[src/rtl/ram_pkg.sv]
// Shared definitions for the RAM block sequencer: command opcodes, FSM states
// and the default RAM depth.
package ram_pkg;

  localparam int unsigned MEM_DEPTH_DEF = 11;
  localparam int unsigned CSUM_W        = 16;

  typedef enum logic [1:0] {
    OP_COPY = 2'd0,
    OP_FILL = 2'd1,
    OP_SUM  = 2'd2,
    OP_RSVD = 2'd3
  } op_e;

  typedef enum logic [2:0] {
    StIdle,
    StCopyRd,
    StCopyWr,
    StFill,
    StSumRd,
    StSumLast,
    StDone
  } state_e;

endpackage

[src/rtl/ram_seq_ctrl_if.sv]
// Command/status handshake plus RAM-side bus of the block sequencer.
// The master side issues commands and models the RAM; the slave side is the sequencer.
interface ram_seq_ctrl_if #(
  parameter int unsigned AW = 8,
  parameter int unsigned DW = 8
);
  import ram_pkg::*;

  logic              start;
  logic [1:0]        op;
  logic [AW-1:0]     src;
  logic [AW-1:0]     dst;
  logic [AW-1:0]     len;
  logic [DW-1:0]     fill_val;
  logic              busy;
  logic              done;
  logic              err;
  logic [CSUM_W-1:0] checksum;
  logic [AW-1:0]     mem_addr;
  logic [DW-1:0]     mem_wdata;
  logic              mem_we;
  logic [DW-1:0]     mem_rdata;

  modport master (
    output start, op, src, dst, len, fill_val, mem_rdata,
    input  busy, done, err, checksum, mem_addr, mem_wdata, mem_we
  );

  modport slave (
    input  start, op, src, dst, len, fill_val, mem_rdata,
    output busy, done, err, checksum, mem_addr, mem_wdata, mem_we
  );

endinterface

[src/rtl/range_chk.sv]
// Combinational legality check of an address range: the end address is formed
// one bit wider than the address so that it can never wrap.
module range_chk #(
  parameter int unsigned AW = 8
) (
  input  logic [AW-1:0] start_addr,
  input  logic [AW-1:0] len,
  input  logic [AW:0]   depth,
  output logic          ok
);

  logic [AW:0] range_end;

  assign range_end = {1'b0, start_addr} + {1'b0, len};
  // An end equal to depth is the last legal word plus one, so it is accepted.
  assign ok        = (range_end <= depth);

endmodule

[src/rtl/ram_seq_ctrl.sv]
// Block command sequencer in front of a single-port synchronous RAM: COPY, FILL and
// CHECKSUM over an address range with a start/busy/done handshake.
module ram_seq_ctrl
  import ram_pkg::*;
#(
  parameter int unsigned MEM_DEPTH = MEM_DEPTH_DEF,
  parameter int unsigned AW        = 8,
  parameter int unsigned DW        = 8
) (
  input  logic           clk,
  input  logic           rst_n,
  ram_seq_ctrl_if.slave  bus
);

  localparam logic [AW:0]   DepthW = (AW + 1)'(MEM_DEPTH);
  localparam logic [AW-1:0] One    = AW'(1);

  state_e              state_q, state_d;
  state_e              run_st;
  logic [AW-1:0]       src_q, src_d;
  logic [AW-1:0]       dst_q, dst_d;
  logic [AW-1:0]       len_q, len_d;
  logic [AW-1:0]       idx_q, idx_d;
  logic [DW-1:0]       fill_q, fill_d;
  logic [CSUM_W-1:0]   sum_q, sum_d;
  logic [CSUM_W-1:0]   rdata_ext;
  logic                err_q, err_d;
  logic                src_ok, dst_ok, cmd_ok, last;
  logic [AW-1:0]       mem_addr;
  logic [DW-1:0]       mem_wdata;
  logic                mem_we;

  range_chk #(
    .AW(AW)
  ) u_src_chk (
    .start_addr(bus.src),
    .len       (bus.len),
    .depth     (DepthW),
    .ok        (src_ok)
  );

  range_chk #(
    .AW(AW)
  ) u_dst_chk (
    .start_addr(bus.dst),
    .len       (bus.len),
    .depth     (DepthW),
    .ok        (dst_ok)
  );

  assign rdata_ext = CSUM_W'(bus.mem_rdata);
  assign last      = (idx_q == (len_q - One));

  // Only the ranges a command actually touches are checked.
  always_comb begin
    cmd_ok = 1'b0;
    run_st = StDone;
    unique case (op_e'(bus.op))
      OP_COPY: begin
        cmd_ok = src_ok & dst_ok;
        run_st = StCopyRd;
      end
      OP_FILL: begin
        cmd_ok = dst_ok;
        run_st = StFill;
      end
      OP_SUM: begin
        cmd_ok = src_ok;
        run_st = StSumRd;
      end
      default: begin
        cmd_ok = 1'b0;
        run_st = StDone;
      end
    endcase
  end

  always_comb begin
    state_d   = state_q;
    src_d     = src_q;
    dst_d     = dst_q;
    len_d     = len_q;
    fill_d    = fill_q;
    idx_d     = idx_q;
    sum_d     = sum_q;
    err_d     = err_q;
    mem_addr  = '0;
    mem_wdata = '0;
    mem_we    = 1'b0;

    unique case (state_q)
      StIdle: begin
        if (bus.start) begin
          src_d  = bus.src;
          dst_d  = bus.dst;
          len_d  = bus.len;
          fill_d = bus.fill_val;
          idx_d  = '0;
          sum_d  = '0;
          err_d  = 1'b0;
          if (!cmd_ok) begin
            err_d   = 1'b1;
            state_d = StDone;
          end else if (bus.len == '0) begin
            state_d = StDone;
          end else begin
            state_d = run_st;
          end
        end
      end

      StCopyRd: begin
        mem_addr = src_q + idx_q;
        state_d  = StCopyWr;
      end

      StCopyWr: begin
        mem_addr  = dst_q + idx_q;
        mem_wdata = bus.mem_rdata;
        mem_we    = 1'b1;
        sum_d     = sum_q + rdata_ext;
        if (last) begin
          state_d = StDone;
        end else begin
          idx_d   = idx_q + One;
          state_d = StCopyRd;
        end
      end

      StFill: begin
        mem_addr  = dst_q + idx_q;
        mem_wdata = fill_q;
        mem_we    = 1'b1;
        if (last) begin
          state_d = StDone;
        end else begin
          idx_d = idx_q + One;
        end
      end

      // Reads are pipelined: the data on mem_rdata belongs to the previous issue.
      StSumRd: begin
        mem_addr = src_q + idx_q;
        if (idx_q != '0) begin
          sum_d = sum_q + rdata_ext;
        end
        if (last) begin
          state_d = StSumLast;
        end else begin
          idx_d = idx_q + One;
        end
      end

      StSumLast: begin
        sum_d   = sum_q + rdata_ext;
        state_d = StDone;
      end

      StDone: begin
        state_d = StIdle;
      end

      default: begin
        state_d = StIdle;
      end
    endcase
  end

  always_ff @(posedge clk or negedge rst_n) begin
    if (!rst_n) begin
      state_q <= StIdle;
      src_q   <= '0;
      dst_q   <= '0;
      len_q   <= '0;
      fill_q  <= '0;
      idx_q   <= '0;
      sum_q   <= '0;
      err_q   <= 1'b0;
    end else begin
      state_q <= state_d;
      src_q   <= src_d;
      dst_q   <= dst_d;
      len_q   <= len_d;
      fill_q  <= fill_d;
      idx_q   <= idx_d;
      sum_q   <= sum_d;
      err_q   <= err_d;
    end
  end

  assign bus.busy      = (state_q != StIdle) && (state_q != StDone);
  assign bus.done      = (state_q == StDone);
  assign bus.err       = err_q;
  assign bus.checksum  = sum_q;
  assign bus.mem_addr  = mem_addr;
  assign bus.mem_wdata = mem_wdata;
  assign bus.mem_we    = mem_we;

endmodule

[src/flat_wrapper.sv]
// flat-port wrapper written by rule: the top's interface ports become plain ports
module ram_seq_ctrl_flat import ram_pkg::*;
#(
  parameter int unsigned MEM_DEPTH = MEM_DEPTH_DEF,
  parameter int unsigned AW        = 8,
  parameter int unsigned DW        = 8
)
  (clk, rst_n, bus_start, bus_op, bus_src, bus_dst, bus_len, bus_fill_val, bus_mem_rdata, bus_busy, bus_done, bus_err, bus_checksum, bus_mem_addr, bus_mem_wdata, bus_mem_we);
  ram_seq_ctrl_if #(.AW(AW), .DW(DW)) bus_i ();
  input  logic clk;
  input  logic rst_n;
  input wire logic [$bits(bus_i.start)-1:0] bus_start;
  input wire logic [$bits(bus_i.op)-1:0] bus_op;
  input wire logic [$bits(bus_i.src)-1:0] bus_src;
  input wire logic [$bits(bus_i.dst)-1:0] bus_dst;
  input wire logic [$bits(bus_i.len)-1:0] bus_len;
  input wire logic [$bits(bus_i.fill_val)-1:0] bus_fill_val;
  input wire logic [$bits(bus_i.mem_rdata)-1:0] bus_mem_rdata;
  output wire logic [$bits(bus_i.busy)-1:0] bus_busy;
  output wire logic [$bits(bus_i.done)-1:0] bus_done;
  output wire logic [$bits(bus_i.err)-1:0] bus_err;
  output wire logic [$bits(bus_i.checksum)-1:0] bus_checksum;
  output wire logic [$bits(bus_i.mem_addr)-1:0] bus_mem_addr;
  output wire logic [$bits(bus_i.mem_wdata)-1:0] bus_mem_wdata;
  output wire logic [$bits(bus_i.mem_we)-1:0] bus_mem_we;
  assign bus_i.start = bus_start;
  assign bus_i.op = bus_op;
  assign bus_i.src = bus_src;
  assign bus_i.dst = bus_dst;
  assign bus_i.len = bus_len;
  assign bus_i.fill_val = bus_fill_val;
  assign bus_i.mem_rdata = bus_mem_rdata;
  assign bus_busy = bus_i.busy;
  assign bus_done = bus_i.done;
  assign bus_err = bus_i.err;
  assign bus_checksum = bus_i.checksum;
  assign bus_mem_addr = bus_i.mem_addr;
  assign bus_mem_wdata = bus_i.mem_wdata;
  assign bus_mem_we = bus_i.mem_we;
  ram_seq_ctrl #(.MEM_DEPTH(MEM_DEPTH), .AW(AW), .DW(DW)) u_core (.clk(clk), .rst_n(rst_n), .bus(bus_i));
endmodule
[config.mk]
export PLATFORM = sky130hd
export DESIGN_NAME = ram_seq_ctrl_flat
export DESIGN_NICKNAME = d
export VERILOG_FILES = /design/src/rtl/ram_pkg.sv /design/src/rtl/ram_seq_ctrl_if.sv /design/src/rtl/range_chk.sv /design/src/rtl/ram_seq_ctrl.sv /design/src/flat_wrapper.sv
export SDC_FILE = /design/constraint.sdc
export NUM_CORES = 1
export LEC_CHECK = 0
export ABC_AREA = 0
export CAP_MARGIN = 15
export CORE_MARGIN = 5
export CORE_UTILIZATION = 45
export DETAILED_ROUTE_END_ITERATION = 8
export PLACE_DENSITY = 0.73
export RECOVER_POWER = 100
export SLEW_MARGIN = 30
export SYNTH_ARGS = -nofsm -noshare
export SYNTH_HDL_FRONTEND = slang
export SYNTH_SLANG_ARGS = --single-unit
[constraint.sdc]
create_clock -name clk -period 3.34 [get_ports clk]
set_input_delay 0.668 -clock clk [delete_from_list [all_inputs] [get_ports clk]]
set_output_delay 0.668 -clock clk [all_outputs]
set_load 0.02 [all_outputs]
# [Word-level counts from Yosys, hierarchy flattened]
# Cells that the tools add are included.
[totals] out_inout_bits=36 mem_count=0 mem_bits_rw=0 latch_bits=0 regBits=60 in_bits=45 rom_bits=0
[classes] n_addsub=7 n_bitwise=1 mux=19 reduce_logical=16 n_div=0 shift=0 order_cmp=2 n_mul=0 eq_ne=15
[ops] operator="16-bit one-hot mux with 3 select lines" n=1
[ops] operator="8-bit one-hot mux with 2 select lines" n=3
[ops] operator="16-bit 2-to-1 mux" n=2
[ops] operator="8-bit by 8-bit adder with 9-bit output" n=2
[ops] operator="9-bit by 4-bit <= comparator with 1-bit output, second input constant" n=2
[ops] operator="3-bit 2-to-1 mux" n=6
[ops] operator="3-bit one-hot mux with 6 select lines" n=1
[ops] operator="16-bit by 8-bit adder with 16-bit output" n=1
[ops] operator="8-bit adder" n=2
[ops] operator="8-bit 2-to-1 mux" n=2
[ops] operator="3-bit == test, second input constant" n=3
[ops] operator="3-bit one-hot mux with 3 select lines" n=1
[ops] operator="3-bit AND reduction" n=3
[ops] operator="8-bit by 1-bit adder with 8-bit output, second input constant" n=1
[ops] operator="8-bit == test" n=1
[ops] operator="8-bit zero test" n=1
[ops] operator="8-bit nonzero test" n=1
[ops] operator="8-bit by 1-bit subtractor with 8-bit output, second input constant" n=1
[ops] operator="3-bit by 2-bit == test with 1-bit output, second input constant" n=2
[ops] operator="2-bit by 1-bit inequality test with 1-bit output, second input constant" n=3
[ops] operator="3-bit nonzero test" n=2
[ops] operator="2-bit OR reduction" n=3
[ops] operator="2-bit inequality test, second input constant" n=2
[ops] operator="3-bit by 1-bit == test with 1-bit output, second input constant" n=1
[ops] operator="12 further kinds" n=13

# [Depth between registers and ports, before layout]
[logic_depth] ltp_word=7 mapped_depth=14 mapped_depth_nobuf=13

# [By module]
# Synthesis repeated with hierarchy kept, for this count alone.
[unflattened] hier_cells=596 hier_area_um2=4971.0
[modules_own_cells] mod="ram_seq_ctrl" n_inst=1 area_per_inst_um2=3832.4 cells_each=448 seq_area_each_um2=1501.4
[modules_own_cells] mod="range_chk" n_inst=2 area_per_inst_um2=569.3 cells_each=74 seq_area_each_um2=0.0

# [Worst setup path before layout]
# Ideal clock, no wire load.
[synth_timing] kind="reg-to-output" start="reg u_core.state_q[0]" end="out bus_mem_addr[7]" setup_slack_ps=-169 arrival_time_ps=2841 path_stages_with_launch=13 path_cell_list="dfrtp_1 -> buf_4 -> xnor2_1 -> nor2_1 -> mux2_2 -> ha_1 -> a21o_1 -> a21oi_1 -> o21bai_1 -> a21oi_1 -> o21ai_0 -> xnor2_1 -> nor2_1"
[synth_between] elab_chain_len=3 elab_cells_between_ends=7
[synth_lines] element="start, declared" line_no="ram_seq_ctrl.sv:18" rtl="state_e state_q, state_d;"
[synth_lines] element="start signal, assigned" line_no="ram_seq_ctrl.sv:171" rtl="state_q <= StIdle;"
[synth_lines] element="start signal, assigned" line_no="ram_seq_ctrl.sv:180" rtl="state_q <= state_d;"
[synth_lines] element="3-bit by 1-bit == test with 1-bit output, or another cell as far along" line_no="ram_seq_ctrl.sv:91" rtl="unique case (state_q)"
[synth_lines] element="2-bit OR reduction (no source line)"
[synth_lines] element="8-bit one-hot mux with 2 select lines (*)" line_no="ram_seq_ctrl.sv:91"
[synth_lines] element="end, declared" line_no="flat_wrapper.sv:23" rtl="output wire logic [$bits(bus_i.mem_addr)-1:0] bus_mem_addr;"
# Mark *: on every way between the ends. The rest lies on a longest branch, timed or not.

# [Final worst setup path]
[layout_timing] start="reg u_core.state_q[2]" end="out bus_mem_addr[5]"
# Same word-level chain as after synthesis.

==> flow_summary_export.csv <==
group,metric,value,unit
floorplanning,design.core.area,0.00964,mm^2
clock_network,hold_buffers,0,
final_layout,final_nets,714,
pwr,irDropWorstVdd,520,uV
yosys,syn-num-nets,596,
critical_path,path_cells,"xnor2_2, nor2_4, buf_6, mux2_4, ha_4, a21o_1, a21oi_2, o21bai_1, a21oi_2, buf_4, xor2_1, nor2_1, buf_4",
grt,overflow,0,
timing,max-slew-margin-rel,-0.162,
yosys,synth_top_area_cell,"dfrtp_1",
critical_path,critPathLaunch,"u_core.state_q[2]",
place,dp_hpwl,9330,um
clock_network,numCtsBuffers,9,
yosys,async_reset_ff_frac,1.00,
place,io_buffers,80,
detailed_routing,vias_per_cell,5.41,
floorplanning,die_x,109,um
place,gp_congestion,0.922,
timing,fmax,281,MHz
detailed_routing,antenna_left,0,
final_layout,stdcell_count,767,
yosys,synth_edf_count,0,
timing,hold_viol_final,0,
final_layout,area_growth,33.4,%
yosys,ys_ff_latch,60,
timing,layout_setup_ws,-221,ps
yosys,synthTopCellsByArea,"dfrtp_1 (34%), ha_1 (9.7%), nand2_1 (8.9%)",
timing,maxSlewViolCount,33,
clock_network,cts.path.max_buffers,2,
job,max_cap_violations,1,
timing,period_share,1.07,
timing,period_needed,3560,ps
floorplanning,initial_core_util,0.455,
critical_path,crit_family,"compound AO/OA/AOI/OAI gates",
min_path,holdCritPathClass,"flip-flop to flip-flop",
clock_network,insertion_delay,350,ps
pwr,power_density,908,mW/mm^2
detailed_routing,drcViolationCount,0,
min_path,hold_path_startpoint,"u_core.dst_q[4]",
floorplanning,rows,36,
run_status,violations,"capacitance limit, slew limit, setup timing",
timing,setup_viol,3,
detailed_routing,drt_first_pass_iters,5,
critical_path,rrSetupSlack,380,ps
yosys,netlist_area,0.00439,mm^2
detailed_routing,drt_wl_total,12100,um
pwr,p_total,5.32,mW
critical_path,path_class,"flip-flop to primary output",
place,dp_cells,750,
grt,grt_first_pass_wirelength,20300,um
clock_network,clk_pin_slew,60,ps
critical_path,critPathSlowestCell,"dfrtp_1",
yosys,ys_types,57,
yosys,ys.flop_type,"dfrtp_1",
floorplanning,fp.dieH,109,um
yosys,synth-warning-count,0,
timing,holdWs,472,ps
final_layout,diodes,0,
clock_network,cts-root-buf,"clkbuf_8",
clock_network,cts_tree,"done",
critical_path,arrival,2890,ps
detailed_routing,vias,4151,
clock_network,cts_sinks,60,
grt,gr-usage-all-layers,0.217,
critical_path,end_kind,"primary output",
final_layout,drive_gt1_frac,0.132,
grt,grt_max_degree,33,
critical_path,cp.required,2670,ps
pwr,power_leakage,2.78,nW
critical_path,regToRegStartpoint,"u_core.len_q[0]",
critical_path,worst_path_largest_cell_delay,410,ps
yosys,syn_inst,513,
run_status,status,"finished, violations left",
yosys,netlist.area_leader.share,0.342,
timing,tightest_slew,1740,ps
timing,grt_setup_unrepaired,"true",
floorplanning,dieArea,0.0118,mm^2
timing,finClkSkew,9.68,ps
critical_path,worst-path-max-fanout,4,
critical_path,crit_buf_inv,3,
yosys,synth.avg_cell_area,8.56,um^2
clock_network,htreeDepth,3,
detailed_routing,wl_per_cell,15.8,um
grt,grt_pass1_vias,4296,
grt,antenna_found_initial,0,
yosys,yosysSeqAreaShare,0.342,
critical_path,critPathLaunchType,"flip-flop",
floorplanning,io_pins,81,
detailed_routing,drt_iter0_drc,145,
## through the flow
step | instance area, um^2 | util | worst slack, ps | TNS [ps]
floorplan | 4390 | - | 40.9 | 0
global placement | 5580 | 0.579 | -217 | -577
detailed placement | 5580 | 0.579 | -414 | -1340
CTS | 5900 | 0.612 | -185 | -541
global route | 5850 | 0.607 | -333 | -1140
finish | 5850 | 0.607 | -221 | -583
## what timing repair did
item | in CTS | in global routing
gates resized for setup | 39 | 13
setup endpoints to repair | 7 | 7
pin swaps | 12 | 2
buffers inserted | 3 | 0
## worst reg2reg max path: cells and delay by family, from the launching register on
| kind | cells | cell delay, ps |
|---|---|---|
| muxes | 1 | 340 |
| DFF | 1 | 410 |
| AOI/OAI and AO/OA | 2 | 510 |
| and+or+nand+nor | 4 | 1590 |
## routing by layer
| layer | global-route usage | vias up | routed length (um) | share of wire |
|---|---|---|---|---|
| met5 | 0 | - | 0 | 0 |
| met4 | 0.0839 | 0 | 245 | 0.020 |
| met3 | 0.0278 | 18 | 620 | 0.051 |
| met2 | 0.372 | 127 | 5950 | 0.49 |
| met1 | 0.277 | 1986 | 5280 | 0.44 |
| li1 | - | 2020 | - | - |
## cell usage in the layout (no fill, tap or decap), types with 5 or more instances in the layout
cell type,netlist,routed
xor2_1,6,6
dlygate4sd3_1,0,32
dfrtp_1,60,60
a21o_1,5,5
nand3_1,9,9
xnor2_1,26,24
nor2b_1,12,11
o21a_1,7,7
inv_1,28,27
nand2_1,104,104
mux2i_1,17,17
buf_4,3,37
nor3_1,11,11
nor2_1,42,40
clkdlybuf4s50_1,0,40
clkbuf_8,0,13
clkbuf_1,12,8
nor4_1,7,7
nand2b_1,7,7
a22o_1,7,7
ha_1,34,30
o21ai_0,16,14
a21oi_1,27,24
## power by group
| group | total [mW] | switching, mW | internal, mW |
|---|---|---|---|
| registers | 1.29 | 0.283 | 1.01 |
| logic | 3.32 | 1.80 | 1.52 |
| clock network | 0.699 | 0.281 | 0.418 |
## synth_stat cells (2+ instances only)
library cell  instances
nand2b_1              7
a31oi_1               2
o21bai_1              3
nor4_1                7
buf_4                 3
ha_1                 34
nor2b_1              12
mux2_2                8
nor3_1               11
mux2i_1              17
nor4b_1               2
o21ai_0              16
a21oi_1              27
xnor2_1              26
and3_1                4
fa_1                  4
o21a_1                7
nand3_1               9
nor3b_1               2
inv_1                28
o22ai_1               2
o2111ai_1             4
o31ai_1               3
o211ai_1              2
nand3b_1              2
nand2_1             104
a2111oi_0             2
a22o_1                7
clkbuf_1             12
a21o_1                5
nand4_1               4
o221ai_1              2
or3_1                 4
xor2_1                6
dfrtp_1              60
a211oi_1              3
nor2_1               42
## logic make-up (layout without fill, tap and decap cells)
| logic type | after synthesis | count (layout) | synth area share |
|---|---|---|---|
| DFF | 60 | 60 | 0.342 |
| AOI/OAI and AO/OA | 96 | 96 | 0.148 |
| buffers and inverters | 44 | 165 | 0.0419 |
| and+or+nand+nor | 217 | 217 | 0.226 |
| adders and majority gates | 38 | 38 | 0.115 |
| xor gates and xnor gates | 32 | 32 | 0.0639 |
| muxes | 26 | 26 | 0.0627 |
## area by class of cell
type | instances | area [um^2]
well taps | 133 | 166
repair buffers | 123 | 1080
clock buffers | 13 | 179
multi-input cells | 409 | 2800
flip-flops and latches | 60 | 1500
clock inverters | 1 | 30.0
fillers | 891 | 3780
inverters | 28 | 105
## flip-flops by register name (all words and copies together) (netlist names)
name / cells
u_core.src_q: 8
u_core.idx_q: 8
u_core.state_q: 3
u_core.bus.checksum: 16
u_core.fill_q: 8
u_core.bus.err: 1
u_core.len_q: 8
u_core.dst_q: 8
## final timing paths
path	to	cells after the start
max	bus_mem_addr[5]	13
min	u_core.dst_q[4]	2
max reg2reg	u_core.idx_q[1]	7
min reg2reg	u_core.dst_q[4]	2
max in group asynchronous	u_core.dst_q[5]	2
min in group asynchronous	u_core.fill_q[1]	1
Note: power is estimated with default switching activity, not from simulation.
